$ cat config.mk
export PLATFORM = sky130hd
export DESIGN_NAME = memory_stage
export DESIGN_NICKNAME = d
export VERILOG_FILES = /design/src/rtl/memory_stage.sv
export SDC_FILE = /design/constraint.sdc
export NUM_CORES = 1
export LEC_CHECK = 0
export BUFFER_PORTS_ARGS = -buffer_cell sky130_fd_sc_hd__buf_4
export CAP_MARGIN = 20
export CORE_ASPECT_RATIO = 0.6
export CORE_MARGIN = 2
export CORE_UTILIZATION = 40
export DETAILED_ROUTE_END_ITERATION = 12
export PLACE_DENSITY_LB_ADDON = 0.08
export SLEW_MARGIN = 5
export SYNTH_ARGS = -nofsm -noshare
export SYNTH_HDL_FRONTEND = slang
export SYNTH_SLANG_ARGS = --single-unit
$ cat constraint.sdc
create_clock -name clk -period 5.7 [get_ports clk]
set_input_delay 0.285 -clock clk [delete_from_list [all_inputs] [get_ports clk]]
set_output_delay 0.285 -clock clk [all_outputs]
set_load 0.02 [all_outputs]
$ cat src/rtl/memory_stage.sv
// Memory-access stage: carries loads/stores to the data bus, stalls execute while a bus access is pending,
// and aborts hung accesses via a watchdog. Optional MEM_ALIGN_CHECK_EN rejects misaligned memory ops.
module memory_stage #(
    parameter int unsigned TIMEOUT_CYCLES = 16
) (
    input  logic        clk,
    input  logic        rst_n,
    input  logic        valid_i,
    output logic        ready_o,
    input  logic        rf_we_i,
    input  logic        mem_we_i,
    input  logic        mem2rf_i,
    input  logic [31:0] alu_result_i,
    input  logic [31:0] mem_wdata_i,
    input  logic [31:0] rf_waddr_i,
    output logic        dmem_req_o,
    output logic        dmem_we_o,
    output logic [31:0] dmem_addr_o,
    output logic [31:0] dmem_wdata_o,
    input  logic        dmem_gnt_i,
    input  logic        dmem_rvalid_i,
    input  logic [31:0] dmem_rdata_i,
    output logic        wb_valid_o,
    output logic        rf_we_o,
    output logic [31:0] rf_waddr_o,
    output logic [31:0] rf_wdata_o,
    output logic        err_o,
    output logic        misalign_o
);

    typedef enum logic [1:0] {IDLE, REQ, WAIT} state_t;

    localparam logic [7:0] CNT_LAST = 8'(TIMEOUT_CYCLES - 1);

    state_t      state, state_n;
    logic [7:0]  cnt, cnt_n;
    logic        cap_store, cap_rf_we;
    logic [31:0] cap_addr, cap_wdata, cap_waddr;
    logic        wb_valid_n, rf_we_n, err_n;
    logic [31:0] rf_waddr_n, rf_wdata_n;
    logic        mem_op, misaligned, transfer, done;

    assign mem_op   = mem_we_i | mem2rf_i;
    assign transfer = valid_i && (state == IDLE);

`ifdef MEM_ALIGN_CHECK_EN
    assign misaligned = mem_op && (alu_result_i[1:0] != 2'b00);
`else
    assign misaligned = 1'b0;
`endif

    assign ready_o      = (state == IDLE);
    assign dmem_req_o   = (state == REQ);
    assign dmem_we_o    = (state == REQ) && cap_store;
    assign dmem_addr_o  = cap_addr;
    assign dmem_wdata_o = cap_wdata;

    // A store completes on grant; a load needs rvalid, either with the grant or later in WAIT.
    assign done = ((state == REQ) && dmem_gnt_i && (cap_store || dmem_rvalid_i)) ||
                  ((state == WAIT) && dmem_rvalid_i);

    always_ff @(posedge clk or negedge rst_n) begin
        if (!rst_n) begin
            cap_store <= 1'b0;
            cap_rf_we <= 1'b0;
            cap_addr  <= '0;
            cap_wdata <= '0;
            cap_waddr <= '0;
        end else if (transfer) begin
            cap_store <= mem_we_i;
            cap_rf_we <= rf_we_i && !(mem_we_i && mem2rf_i);
            cap_addr  <= alu_result_i;
            cap_wdata <= mem_wdata_i;
            cap_waddr <= rf_waddr_i;
        end
    end

    always_ff @(posedge clk or negedge rst_n) begin
        if (!rst_n) begin
            state      <= IDLE;
            cnt        <= '0;
            wb_valid_o <= 1'b0;
            rf_we_o    <= 1'b0;
            err_o      <= 1'b0;
            rf_waddr_o <= '0;
            rf_wdata_o <= '0;
        end else begin
            state      <= state_n;
            cnt        <= cnt_n;
            wb_valid_o <= wb_valid_n;
            rf_we_o    <= rf_we_n;
            err_o      <= err_n;
            rf_waddr_o <= rf_waddr_n;
            rf_wdata_o <= rf_wdata_n;
        end
    end

`ifdef MEM_ALIGN_CHECK_EN
    always_ff @(posedge clk or negedge rst_n) begin
        if (!rst_n) begin
            misalign_o <= 1'b0;
        end else begin
            misalign_o <= transfer && misaligned;
        end
    end
`else
    assign misalign_o = 1'b0;
`endif

    always_comb begin
        state_n    = state;
        cnt_n      = cnt;
        wb_valid_n = 1'b0;
        rf_we_n    = 1'b0;
        err_n      = 1'b0;
        rf_waddr_n = rf_waddr_o;
        rf_wdata_n = rf_wdata_o;
        case (state)
            IDLE: begin
                if (valid_i) begin
                    if (!mem_op || misaligned) begin
                        wb_valid_n = 1'b1;
                        rf_we_n    = rf_we_i && !mem_op;
                        rf_waddr_n = rf_waddr_i;
                        rf_wdata_n = alu_result_i;
                    end else begin
                        state_n = REQ;
                        cnt_n   = '0;
                    end
                end
            end
            REQ, WAIT: begin
                if (done) begin
                    state_n    = IDLE;
                    wb_valid_n = 1'b1;
                    rf_we_n    = cap_rf_we;
                    rf_waddr_n = cap_waddr;
                    rf_wdata_n = cap_store ? cap_addr : dmem_rdata_i;
                end else if (cnt == CNT_LAST) begin
                    state_n    = IDLE;
                    wb_valid_n = 1'b1;
                    err_n      = 1'b1;
                    rf_waddr_n = cap_waddr;
                end else begin
                    cnt_n = cnt + 8'd1;
                    if ((state == REQ) && dmem_gnt_i) begin
                        state_n = WAIT;
                    end
                end
            end
            default: state_n = IDLE;
        endcase
    end

endmodule

==> impl_metrics.yaml, run 1 <==
synth:
  ys_ff_latch: 175
  synthCells: 648
  ys_top_cells_by_count: "175 x dfrtp_1, 99 x mux2_2, 74 x nand2_1, 66 x mux2i_1, 37 x nor2_1"
  yosysWarnings: 0
  synth_top_area_frac: 0.556
  ys.flop_type: "dfrtp_1"
  syn_nets: 789
  synthArstFlopShare: 1.00
  synth.most_common_cell: "dfrtp_1"
  synth-seq-area-share: 0.556
  yosys-top-cells-area: "dfrtp_1 56%, mux2_2 14%, mux2i_1 8.4%"
  syn_area_mm2: 0.00788
  ys_types: 45
  syn_avg_cell_area_um2: 12.2
  synth-edff-count: 0
  yosys.area.top_type: "dfrtp_1"
min_path:
  min_to: "dmem_wdata_o[25]$_DFFE_PN0P_"
  hold_class: "input port to flip-flop"
  holdPathStages: 2
  hp-start: "mem_wdata_i[25]"
sta:
  whs_ns: 0.0825
  hold_violations: 0
  min_period_ns: 2.90
  slew_headroom: 0.381
  fmax_mhz: 345
  rsz0062_at_grt: "false"
  finClkSkew_ns: 0.00991
  finalMaxSlewViolations: 0
  worstMarginPinSlew_ns: 0.929
  setup_tns_ns: 0
  setup-violations-final: 0
  finalCritPeriodShare: 0.509
cts:
  cts_inserted_buffers: 17
  cts_tree: "done"
  root_buffer: "clkbuf_16"
  clk_latency_ns: 0.43
  clk_pin_slew_ns: 0.06
  htree_levels: 4
  cts.path.max_buffers: 2
  clock-sinks: 175
grt:
  grt_max_degree: 73
  grt_pass1_wl_um: 32300
  grtUsageTotal: 0.199
  overflow: 0
  antenna_found_initial: 0
  grt_pass1_vias: 6296
routing:
  wl_per_cell_um: 17.0
  final_antenna_net_count: 0
  via_count: 5848
  viasPerCell: 4.95
  drt_pass1_iterations: 4
  drt_wl_total_um: 20100
  drcViolationCount: 0
  first_iter_violations: 295
floorplan:
  core_mm2: 0.0192
  die_w_um: 185
  die-area_mm2: 0.0209
  dieHeight_um: 113
  start_util: 0.411
  io_pins: 271
  rows: 39
critical_path:
  critPathArrivalTime_ns: 3.25
  worstRegToRegCells: 8
  critical_path.max_fanout: 64
  path_cells: "inv_1, ha_2, buf_4, nand3_4, o21ai_4, buf_4, nand2_1, o21ai_2"
  startpoint_type: "flip-flop"
  end_kind: "flip-flop"
  critPathMaxStageDelay_ns: 0.62
  critPathSlowestCell: "buf_4"
  path_class: "flip-flop to flip-flop"
  cp_common_cell: "buf_4"
  startpoint: "state[1]$_DFFE_PN0P_"
  timing.rr.start: "state[1]$_DFFE_PN0P_"
  r2r-end: "rf_waddr_o[29]$_DFFE_PN0P_"
  required_ns: 6.05
  r2r_slack_ns: 2.80
finish:
  layout.nets: 1044
  area_growth_pct: 36.0
  diodes: 0
  drive_gt1_frac: 0.490
place:
  dp_hpwl_um: 14100
  gp_congestion: 0.810
  portBuffers: 269
pwr:
  p_leak_nw: 5.15
  p_per_area_mw_per_mm2: 675
  vdd_drop_max_uv: 353
job:
  cap_violations: 0
run_status:
  run_status: "completed"
==> cell type report <==
type,instances,area (um2)
multi-input cells,427,3240
clock inverters,9,154
inverters,5,18.8
flip-flops and latches,175,4380
fillers,1630,8460
clock buffers,23,498
well taps,266,333
repair buffers,277,2100
==> through the flow <==
stage / cells / power (mW) / setup slack [ns] / cell area [um2] / utilization
5_1_grt: 1182 / 7.74 / 2.57 / 10700 / 0.559
3_5_place_dp: 1148 / 6.02 / 2.76 / 10000 / 0.523
6_report: 1182 / 7.24 / 2.80 / 10700 / 0.559
3_3_place_gp: 1148 / 5.88 / 2.89 / 10000 / 0.523
2_1_floorplan: 648 / 4.78 / 3.87 / 7880 / -
4_1_cts: 1181 / 7.31 / 2.75 / 10700 / 0.558
==> per-layer routing <==
layer / global-route usage / vias up / part of all wire
li1: - / 2794 / -
met1: 0.242 / 2834 / 0.41
met2: 0.330 / 192 / 0.49
met3: 0.0682 / 28 / 0.076
met4: 0.0714 / 0 / 0.021
met5: 0 / - / 0
==> critical path: cells and delay by family (launching register included) <==
family | cells | cell delay [ns]
adders and majority gates | 1 | 0.51
buffers and inverters | 3 | 1.22
AOI/OAI and AO/OA | 2 | 0.25
DFF | 1 | 0.40
and+or+nand+nor | 2 | 0.36
==> report_power, final <==
| part | internal (mW) | switching (mW) | total, mW |
|---|---|---|---|
| clock network | 0.792 | 0.482 | 1.27 |
| registers | 1.86 | 0.364 | 2.23 |
| logic | 1.63 | 2.11 | 3.74 |
==> cells in the final DEF (no fill, tap or decap), drive strengths merged, types with 3 or more instances in the layout <==
master	n
mux2	99
bufinv	4
buf	276
a21oi	36
nor3	5
and3	3
dfrtp	175
mux2i	66
ha	5
o21ai	71
inv	5
clkinv	3
nor2	37
clkbuf	23
and2	4
nand2	76
nand3	4
==> flip-flops by register name (all words and copies together) (netlist names) <==
register / cells
cap_rf_we: 1
dmem_wdata_o: 32
dmem_addr_o: 32
err_o: 1
rf_waddr_o: 32
rf_we_o: 1
rf_wdata_o: 32
wb_valid_o: 1
cap_waddr: 32
cap_store: 1
state: 2
cnt: 8
==> what timing repair did <==
action | in CTS | in global routing
hold buffers | 1 | 0
setup buffers | 0 | 0
endpoints found under the hold margin | 58 | 0
gates resized for setup | 0 | 0
==> worst max-delay path by stage <==
stage,to,cells after the start
after floorplan,rf_waddr_o[16]$_DFFE_PN0P_,7
after global placement,rf_waddr_o[23]$_DFFE_PN0P_,8
after detailed placement,rf_waddr_o[1]$_DFFE_PN0P_,7
after CTS,rf_waddr_o[1]$_DFFE_PN0P_,7
after global routing,rf_waddr_o[15]$_DFFE_PN0P_,8
final,rf_waddr_o[29]$_DFFE_PN0P_,8
==> cells by family after synthesis <==
group / synth area share
flip-flops: 0.556
multiplexers: 0.225
AND/OR/NAND/NOR: 0.0776
AO/OA/AOI/OAI: 0.0983
buffers and inverters: 0.0348
adder cells (fa/ha/maj): 0.00794
other: 0.000476
(Power assumes the default switching activity.)
==> run 2, diff against run 1 <==
==> constraint.sdc (replaced) <==
create_clock -name clk -period 2.8 [get_ports clk]
set_input_delay 0.14 -clock clk [delete_from_list [all_inputs] [get_ports clk]]
set_output_delay 0.14 -clock clk [all_outputs]
set_load 0.02 [all_outputs]
==> impl_metrics.yaml, run 2 (synthesis results as in run 1) <==
grt:
  grt_pass1_wl_um: 34300
  grt_max_degree: 76
  overflow: 0
  antenna_found_initial: 0
  grtUsageTotal: 0.209
  grt_pass1_vias: 6748
finish:
  fill_cells: 1556
  drive_gt1_frac: 0.440
  final_cell_mix: "271 x buf_4, 174 x dfrtp_1, 99 x mux2_2, 99 x dlygate4sd3_1, 73 x nand2_1"
  area_growth_pct: 48.5
  design_area_mm2: 0.0117
  layout.nets: 1144
  final_common_cell: "buf_4"
  diodes: 0
routing:
  via_count: 6241
  viasPerCell: 4.87
  first_iter_violations: 201
  final_antenna_net_count: 0
  drt_wl_total_um: 21100
  drcViolationCount: 0
  wl_per_cell_um: 16.4
  drt_pass1_iterations: 4
critical_path:
  end_kind: "flip-flop"
  critical_path.max_fanout: 29
  required_ns: 3.17
  path_cells: "inv_1, ha_2, buf_4, o21ai_0, nand2_1, mux2_2"
  path_class: "flip-flop to flip-flop"
  critPathSlowestCell: "ha_2"
  r2r_slack_ns: 0.65
  worstRegToRegCells: 6
  path_buf_inv: 2
  critPathArrivalTime_ns: 2.52
  critPathTopFamily: "buffers and inverters"
  timing.rr.start: "state[0]$_DFFE_PN0P_"
  startpoint_type: "flip-flop"
  critPathMaxStageDelay_ns: 0.56
  r2r-end: "cnt[0]$_DFFE_PN0P_"
sta:
  min_period_ns: 2.15
  setup-violations-final: 0
  finalCritPeriodShare: 0.768
  finalMaxSlewViolations: 0
  fmax_mhz: 465
  rsz0062_at_grt: "false"
  whs_ns: 0.0445
  slew_headroom: 0.518
  worstMarginPinSlew_ns: 0.723
  finClkSkew_ns: 0.00791
  hold_violations: 0
  setup_tns_ns: 0
floorplan:
  start_util: 0.411
  rows: 39
  die-area_mm2: 0.0209
  io_pins: 271
  dieHeight_um: 113
  core_mm2: 0.0192
  die_w_um: 185
cts:
  root_buffer: "clkbuf_16"
  clock-sinks: 175
  cts.path.max_buffers: 2
  htree_levels: 4
  cts_inserted_buffers: 17
  clk_latency_ns: 0.42
  cts_tree: "done"
  cts_resized: 0
  clk_pin_slew_ns: 0.06
pwr:
  power.switching_mw: 6.06
  p_seq_frac: 0.309
  swShare: 0.412
  finalPower_mw: 14.7
  p_leak_nw: 5.56
  p_per_area_mw_per_mm2: 1260
  clock_power_share: 0.157
  vdd_drop_max_uv: 686
  p_int_mw: 8.63
  p_comb_frac: 0.533
min_path:
  holdPathStages: 4
  min_to: "cap_rf_we$_DFFE_PN0P_"
  hp-start: "mem2rf_i"
  hold_class: "input port to flip-flop"
place:
  place_area_mm2: 0.0101
  dp_hpwl_um: 14300
  gp_congestion: 0.821
  portBuffers: 269
job:
  cap_violations: 0
run_status:
  run_status: "completed"
[run 2: worst max-delay path by stage]
stage | to | cells after the start | slack [ns] | from
after floorplan | rf_waddr_o[16]$_DFFE_PN0P_ | 7 | 0.97 | state[0]$_DFFE_PN0P_
after global placement | cnt[0]$_DFFE_PN0P_ | 6 | 0.72 | state[0]$_DFFE_PN0P_
after detailed placement | rf_wdata_o[26]$_DFFE_PN0P_ | 5 | 0.64 | state[0]$_DFFE_PN0P_
after CTS | rf_wdata_o[26]$_DFFE_PN0P_ | 5 | 0.63 | state[0]$_DFFE_PN0P_
after global routing | rf_wdata_o[25]$_DFFE_PN0P_ | 5 | 0.45 | state[1]$_DFFE_PN0P_
final | cnt[0]$_DFFE_PN0P_ | 6 | 0.65 | state[0]$_DFFE_PN0P_
[run 2: per-stage QoR]
stage | instances | util | worst slack [ns]
after floorplan | 648 | - | 0.968
after global placement | 1151 | 0.529 | 0.719
after detailed placement | 1151 | 0.529 | 0.639
after CTS | 1281 | 0.610 | 0.629
after global routing | 1281 | 0.610 | 0.451
final | 1281 | 0.610 | 0.649
[run 2: what timing repair did]
action	CTS	global route
setup buffers	0	0
hold endpoints to repair	211	0
hold buffers	99	0
endpoints found under the setup margin	0	0
[run 2: worst reg2reg max path, cell delays in order (launching register included)]
cell     delay [ns]
dfrtp_1        0.40
inv_1          0.09
ha_2           0.56
buf_4          0.51
o21ai_0        0.23
nand2_1        0.16
mux2_2         0.16
[run 2: power by group through the flow]
| stage | registers (mW) | clock network [mW] | logic [mW] |
|---|---|---|---|
| after detailed placement | 4.56 | 0 | 7.81 |
| after CTS | 4.54 | 2.38 | 7.93 |
| after floorplan | 5.56 | 0 | 4.18 |
| final | 4.54 | 2.31 | 7.83 |
| after global routing | 4.71 | 2.48 | 8.51 |
| after global placement | 4.48 | 0 | 7.61 |
[run 2: layout make-up]
| type | instances | area, um2 | area share |
|---|---|---|---|
| inverters | 5 | 18.8 | 0.00160 |
| well taps | 266 | 333 | 0.0284 |
| flip-flops and latches | 175 | 4380 | 0.374 |
| clock buffers | 27 | 523 | 0.0447 |
| repair buffers | 377 | 3160 | 0.270 |
| clock inverters | 4 | 50.0 | 0.00428 |
| multi-input cells | 427 | 3240 | 0.277 |
[run 2: layer usage]
metal	global-route usage	vias up	wire length, um
met1	0.253	3061	9080
met5	0	-	0
met3	0.0640	18	1240
met2	0.367	166	10500
met4	0.0481	0	224
li1	-	2996	-
==> run 3, diff against run 2 <==
==> constraint.sdc (replaced) <==
create_clock -name clk -period 2 [get_ports clk]
set_input_delay 0.1 -clock clk [delete_from_list [all_inputs] [get_ports clk]]
set_output_delay 0.1 -clock clk [all_outputs]
set_load 0.02 [all_outputs]
==> impl_metrics.yaml, run 3 (synthesis results as in run 1) <==
run_status:
  run_status: "completed"
sta:
  hold_violations: 0
  finalCritPeriodShare: 0.936
  min_period_ns: 1.87
  setup_tns_ns: 0
  finalMaxSlewViolations: 0
  fmax_mhz: 534
  rsz0062_at_grt: "false"
  finClkSkew_ns: 0.0120
  setup-violations-final: 0
critical_path:
  critPathArrivalTime_ns: 2.18
  critPathSlowestCell: "dfrtp_1"
  required_ns: 2.31
  startpoint_type: "flip-flop"
  critical_path.max_fanout: 6
  critPathMaxStageDelay_ns: 0.40
  path_cells: "ha_1, and3_4, and2_2, o21ai_1, nand2_1, a221o_1"
  end_kind: "flip-flop"
  path_class: "flip-flop to flip-flop"
floorplan:
  die-area_mm2: 0.0209
  io_pins: 271
  die_w_um: 185
  rows: 39
  dieHeight_um: 113
  start_util: 0.411
  core_mm2: 0.0192
finish:
  final_common_cell: "buf_4"
  drive_gt1_frac: 0.447
  area_growth_pct: 49.4
  diodes: 0
  fin_util: 0.614
  layout.nets: 1152
  final_cell_mix: "274 x buf_4, 174 x dfrtp_1, 101 x dlygate4sd3_1, 99 x mux2_2, 73 x nand2_1"
pwr:
  p_leak_nw: 5.59
  p_seq_frac: 0.306
  swShare: 0.416
  clock_power_share: 0.148
  vdd_drop_max_uv: 932
  p_per_area_mw_per_mm2: 1750
  p_int_mw: 12.1
  power.switching_mw: 8.60
  p_comb_frac: 0.545
cts:
  cts_tree: "done"
  cts.path.max_buffers: 2
  htree_levels: 4
  root_buffer: "clkbuf_16"
  post_cts_buffers: 0
  clk_latency_ns: 0.43
  clock-sinks: 175
  clk_pin_slew_ns: 0.07
  cts_inserted_buffers: 17
grt:
  grtUsageTotal: 0.210
  overflow: 0
  antenna_found_initial: 0
  grt_pass1_vias: 6711
  grt_pass1_wl_um: 34300
  grt_max_degree: 53
min_path:
  hold_class: "input port to flip-flop"
place:
  gp_congestion: 0.872
  portBuffers: 269
  dp_hpwl_um: 14400
routing:
  drcViolationCount: 0
  first_iter_violations: 248
  drt_pass1_iterations: 5
  wl_per_cell_um: 16.3
  drt_wl_total_um: 21000
  viasPerCell: 4.93
  via_count: 6355
  final_antenna_net_count: 0
job:
  cap_violations: 0
-- run 3: cell types whose count changed in the layout (fill, tap and decap cells not counted), sizes merged --
cell,change
clkbuf,-5
dlygate4sd3,+2
bufinv,-1
clkinvlp,+2
buf,+6
clkinv,+4
-- run 3: power groups by stage --
| stage | registers [mW] | logic (mW) | clock network, mW |
|---|---|---|---|
| 3_5_place_dp | 6.36 | 11.2 | 0 |
| 2_1_floorplan | 7.78 | 5.86 | 0 |
| 4_1_cts | 6.33 | 11.4 | 3.17 |
| 6_report | 6.33 | 11.3 | 3.07 |
| 3_3_place_gp | 6.28 | 11.0 | 0 |
| 5_1_grt | 6.55 | 12.2 | 3.31 |
-- run 3: cell type report --
| class | count | area, um2 |
|---|---|---|
| inverter | 5 | 18.8 |
| timing repair buffer | 385 | 3260 |
| multi-input combinational | 427 | 3250 |
| fill | 1550 | 7400 |
| clock buffer | 22 | 474 |
| sequential | 175 | 4380 |
| tap | 266 | 333 |
| clock inverter | 9 | 62.6 |
-- run 3: what timing repair did --
item,CTS,global route
setup endpoints to repair,0,35
gates resized for setup,0,3
hold buffers,101,0
endpoints found under the hold margin,310,0
-- run 3: stage by stage --
step | hold slack [ns] | std cells | instance area, um2 | power [mW] | worst slack (ns)
after floorplan | -0.196 | 648 | 7880 | 13.6 | 0.168
after global placement | 0.0233 | 1157 | 10200 | 17.2 | 0.154
after detailed placement | 0.0260 | 1157 | 10200 | 17.6 | 0.0277
after CTS | 0.0442 | 1289 | 11800 | 20.9 | 0.00799
after global routing | 0.0738 | 1289 | 11800 | 22.1 | 0.0116
final | 0.0627 | 1289 | 11800 | 20.7 | 0.128
-- run 3: critical path, delay by kind of cell, from the launching register on --
family          cells  cell delay [ns]
compound gates      2             0.52
fa+ha+maj           1             0.25
flops               1             0.40
simple gates        3             0.57
-- run 3: per-layer routing --
layer / routed length, um / vias up / global-route usage
li1: - / 3016 / -
met1: 8980 / 3104 / 0.256
met2: 10300 / 202 / 0.355
met3: 1340 / 33 / 0.0618
met4: 431 / 0 / 0.0783
met5: 0 / - / 0
-- run 3: final timing paths --
path,from,endpoint,slack [ns],depth (start not counted)
max in group asynchronous,rst_n,rf_wdata_o[21]$_DFFE_PN0P_,1.17,3
min in group asynchronous,rst_n,dmem_wdata_o[3]$_DFFE_PN0P_,0.14,2
worst min-delay path,dmem_rdata_i[15],rf_wdata_o[15]$_DFFE_PN0P_,0.06,5
worst max-delay path,cnt[0]$_DFFE_PN0P_,cnt[5]$_DFFE_PN0P_,0.13,6
worst max register to register,cnt[0]$_DFFE_PN0P_,cnt[5]$_DFFE_PN0P_,0.13,6
worst min register to register,rf_waddr_o[28]$_DFFE_PN0P_,rf_waddr_o[28]$_DFFE_PN0P_,0.48,2
